[config.mk]
export PLATFORM = sky130hd
export DESIGN_NAME = frame_detect
export DESIGN_NICKNAME = d
export VERILOG_FILES = /design/src/rtl/can_pkg.sv /design/src/rtl/can_rx_sync.sv /design/src/rtl/frame_detect.sv
export SDC_FILE = /design/constraint.sdc
export NUM_CORES = 1
export LEC_CHECK = 0
export CAP_MARGIN = 20
export CELL_PAD_IN_SITES_DETAIL_PLACEMENT = 1
export CELL_PAD_IN_SITES_GLOBAL_PLACEMENT = 1
export CORE_ASPECT_RATIO = 0.8
export CORE_MARGIN = 2
export CORE_UTILIZATION = 35
export DETAILED_ROUTE_END_ITERATION = 8
export PLACE_DENSITY = 0.63
export SLEW_MARGIN = 20
export SYNTH_ARGS = -nofsm -noshare
export SYNTH_HDL_FRONTEND = slang
export SYNTH_SLANG_ARGS = --single-unit
[constraint.sdc]
create_clock -name clk -period 1.7 [get_ports clk]
set_input_delay 0.51 -clock clk [delete_from_list [all_inputs] [get_ports clk]]
set_output_delay 0.51 -clock clk [all_outputs]
set_load 0.02 [all_outputs]
[src/rtl/can_pkg.sv]
// Shared CAN receive definitions: bit timing defaults, bus levels and frame state.
package can_pkg;

  localparam int unsigned CLKS_PER_BIT = 100;
  localparam int unsigned IDLE_BITS    = 11;

  localparam logic RECESSIVE = 1'b1;
  localparam logic DOMINANT  = 1'b0;

  typedef enum logic {
    IDLE,
    IN_FRAME
  } frame_state_e;

endpackage

[src/rtl/can_rx_sync.sv]
// Two-flop synchronizer for the raw CAN RX pin plus a history flop
// that flags recessive-to-dominant transitions of the synchronized line.
module can_rx_sync
  import can_pkg::*;
(
  input  logic clk,
  input  logic rst_n,
  input  logic rx_in,
  output logic rx_sync,
  output logic rx_fall
);

  logic sync1_q, sync1_d;
  logic sync2_q, sync2_d;
  logic rx_d_q,  rx_d_d;

  always_comb begin
    sync1_d = rx_in;
    sync2_d = sync1_q;
    rx_d_d  = sync2_q;
  end

  // Reset to recessive so a released reset on an idle bus never looks like an edge.
  always_ff @(posedge clk or negedge rst_n) begin
    if (!rst_n) begin
      sync1_q <= RECESSIVE;
      sync2_q <= RECESSIVE;
      rx_d_q  <= RECESSIVE;
    end else begin
      sync1_q <= sync1_d;
      sync2_q <= sync2_d;
      rx_d_q  <= rx_d_d;
    end
  end

  assign rx_sync = sync2_q;
  assign rx_fall = (rx_d_q == RECESSIVE) && (sync2_q == DOMINANT);

endmodule

[src/rtl/frame_detect.sv]
// CAN start-of-frame detector: one-clock pulse on the dominant edge that opens
// a frame, then edges are ignored until the bus stays recessive for IDLE_BITS bits.
module frame_detect
  import can_pkg::*;
#(
  parameter int unsigned CLKS_PER_BIT = can_pkg::CLKS_PER_BIT,
  parameter int unsigned IDLE_BITS    = can_pkg::IDLE_BITS
) (
  input  logic clk,
  input  logic rst_n,
  input  logic can_rx,
  output logic sof_detect
);

  localparam int unsigned IDLE_CLKS = CLKS_PER_BIT * IDLE_BITS;
  localparam int unsigned CNT_W     = $clog2(IDLE_CLKS + 1);
  localparam logic [CNT_W-1:0] CNT_LAST = CNT_W'(IDLE_CLKS - 1);

  logic rx_sync;
  logic rx_fall;

  frame_state_e     state_q, state_d;
  logic [CNT_W-1:0] rec_cnt_q, rec_cnt_d;
  logic             sof_q, sof_d;

  can_rx_sync u_rx_sync (
    .clk     (clk),
    .rst_n   (rst_n),
    .rx_in   (can_rx),
    .rx_sync (rx_sync),
    .rx_fall (rx_fall)
  );

  always_comb begin
    state_d   = state_q;
    rec_cnt_d = '0;
    sof_d     = 1'b0;
    case (state_q)
      IDLE: begin
        if (rx_fall) begin
          state_d = IN_FRAME;
          sof_d   = 1'b1;
        end
      end
      IN_FRAME: begin
        // The IDLE_CLKS-th recessive sample ends the frame; edges resume next cycle.
        if (rx_sync == DOMINANT) begin
          rec_cnt_d = '0;
        end else if (rec_cnt_q == CNT_LAST) begin
          state_d = IDLE;
        end else begin
          rec_cnt_d = rec_cnt_q + CNT_W'(1);
        end
      end
      default: state_d = IDLE;
    endcase
  end

  always_ff @(posedge clk or negedge rst_n) begin
    if (!rst_n) begin
      state_q   <= IDLE;
      rec_cnt_q <= '0;
      sof_q     <= 1'b0;
    end else begin
      state_q   <= state_d;
      rec_cnt_q <= rec_cnt_d;
      sof_q     <= sof_d;
    end
  end

  assign sof_detect = sof_q;

endmodule

==> impl_metrics.yaml <==
outcome:
  status: "finished, final reports clean"
layout:
  final_cell_area_um2: 861
  layout_common_cells: "13 x dfrtp_1, 8 x a21oi_1, 5 x nor2_1, 5 x buf_4"
  antennaDiodeCount: 0
  final_core_utilization_pct: 45.1
  layout_commonest_cell: "dfrtp_1"
  final_cells: 99
  nNetsFinal: 80
  area_growth_pct: 20.5
  final_layout_size_suffix_gt1_share_pct: 24.0
  n_fill_cell: 217
yosys:
  syn_area_per_cell_um2: 11.3
  yosys.area.top_type: "dfrtp_1"
  syn_area_um2: 714
  synth_fp_nets: 67
  ys_ff_latch: 16
  ys.warnings.count: 0
  synth_top_area_share_pct: 45.5
  synthDistinctLibCells: 21
  synth.area.top_cells: "dfrtp_1 46%, dfstp_2 11%, a21oi_1 5.6%"
  ys_seq_area_share_pct: 56.6
  syn_inst: 63
timing:
  skew_ns: 0.00878
  final_max_slew_viol_count: 0
  fin_crit_ns: 1.60
  final.setup.tns_ns: 0
  hold_ws_ns: 0.360
  rsz0062_at_grt: "false"
  finalSetupViolCount: 0
  slew_headroom_pct: 82.9
  period_share_pct: 94.2
  worstMarginPinSlew_ns: 0.256
  final-hold-violation-count: 0
  fmax_ghz: 0.625
  setup_ws_ns: 0.0991
flow_run:
  drv_cap: 0
place:
  place_ws_ns: 0.0869
  place_congestion: 0.822
  dpl_cell_area_um2: 821
  dp.cells: 95
  io_buffers: 3
  place_hpwl_um: 1080
worst_setup_path:
  start_kind: "flip-flop"
  crit_arrival_ns: 1.77
  critPathKind: "flip-flop to flip-flop"
  cp-end-kind: "flip-flop"
  worst_ep_required_time_ns: 1.87
  reg2reg_slack_ns: 0.1
  worstPathMaxFanout: 11
power:
  p_leak_nw: 0.367
  power_mw: 0.691
  p_seq_share_pct: 58.2
  ir_drop_mv: 0.436
  powerDensity_nw_per_um2: 803
  swShare_pct: 21.3
  p_int_mw: 0.544
  p_sw_mw: 0.147
  clkPwrFrac_pct: 35.7
  combPwrFrac_pct: 6.1
clocking:
  clock_latency_ns: 0.28
  root_buffer: "clkbuf_4"
  post_cts_buffers: 0
  h-tree-depth: 1
  numCtsBuffers: 3
  path_clk_slew_ns: 0.09
  cts_tree: "built"
  clock-sinks: 16
  cts_hold_buffers: 0
  clk_path_buf_depth: 2
die:
  io_pins: 4
  core-area_um2: 1910
  die_y_um: 44.4
  die_x_um: 54.5
  dieArea_um2: 2420
  row_count: 14
  initial_utilization_pct: 37.4
drt:
  drt_first_pass_iters: 3
  wl_um: 1450
  avgViaCountPerCell: 5.18
  via_count: 513
  post_drt_wl_per_cell_um: 14.6
  drc: 0
  drt_iter0_markers: 4
  antenna_left: 0
min_path:
  hold_path.class: "flip-flop to flip-flop"
global_routing:
  grt_pass1_wl_um: 2600
  grt_overflow: 0
  grt_pass1_vias: 532
  antenna_found_initial: 0
  grt_max_degree: 17
  grt_use_total_pct: 15.9
cells by family after synthesis:
family | after synthesis | synth area share (%)
AND/OR/NAND/NOR | 24 | 20.3
flip-flops | 16 | 56.6
AO/OA/AOI/OAI | 15 | 14.5
buffers and inverters | 4 | 3.15
XOR/XNOR | 3 | 3.68
adder cells (fa/ha/maj) | 1 | 1.75
layout make-up:
class	instances	area (µm²)	share of cell area [%]
Multi-Input combinational cell	43	293	34.0
Clock buffer	4	36.3	4.22
Tap cell	24	30.0	3.49
Sequential cell	16	404	46.9
Inverter	3	11.3	1.31
Timing Repair Buffer	9	86.3	10.0
flip-flops by register name, summed over array words and instances (netlist names):
signal             count
rec_cnt_q             11
sof_detect             1
state_q                1
u_rx_sync.rx_d_q       1
u_rx_sync.rx_sync      1
u_rx_sync.sync1_q      1
path summary, 6_finish.rpt:
path | endpoint | depth (start not counted) | startpoint
min in group asynchronous | sof_detect$_DFF_PN0_ | 2 | rst_n
min | u_rx_sync.rx_sync$_DFF_PN1_ | 0 | u_rx_sync.sync1_q$_DFF_PN1_
max | rec_cnt_q[2]$_DFF_PN0_ | 4 | rec_cnt_q[5]$_DFF_PN0_
max reg2reg | rec_cnt_q[2]$_DFF_PN0_ | 4 | rec_cnt_q[5]$_DFF_PN0_
max in group asynchronous | u_rx_sync.sync1_q$_DFF_PN1_ | 2 | rst_n
min reg2reg | u_rx_sync.rx_sync$_DFF_PN1_ | 0 | u_rx_sync.sync1_q$_DFF_PN1_
worst max-delay path, cell delays in order, from the launching register on:
cell and delay [ns]:
dfrtp_1 0.41, or4b_4 0.56, o311ai_4 0.31, buf_12 0.17
nor2_1 0.05
per-layer routing:
metal | up-vias | wire length [µm] | track usage [%]
met5 | - | 0 | 0
met2 | 6 | 679 | 24.3
met1 | 247 | 710 | 20.9
met3 | 2 | 42 | 5.07
li1 | 258 | - | -
met4 | 0 | 18 | 6.00
cell usage after synthesis:
library cell  number
dfrtp_1           13
a21oi_1            8
nor2_1             5
nand3_1            4
dfstp_2            3
inv_1              3
nand2_1            3
o21ai_0            3
o31ai_1            3
or4_1              3
nand4_1            2
or3_1              2
or4b_4             2
xnor2_1            2
buf_6              1
ha_1               1
nor3_1             1
nor3b_1            1
o311ai_4           1
or3_2              1
xor2_1             1
what timing repair did:
item | in CTS | in global routing
gates cloned | 0 | 0
resized for setup | 1 | 1
endpoints found under the hold margin | 0 | 0
endpoints found under the setup margin | 1 | 1
pin swaps | 0 | 0
power groups by stage:
stage,combinational [mW],sequential (mW),clock (mW)
after floorplan,0.0184,0.408,0
after global placement,0.0421,0.409,0
after detailed placement,0.0428,0.409,0
after CTS,0.0430,0.402,0.262
after global routing,0.0471,0.405,0.275
final,0.0421,0.403,0.247
(Power assumes the default switching activity.)
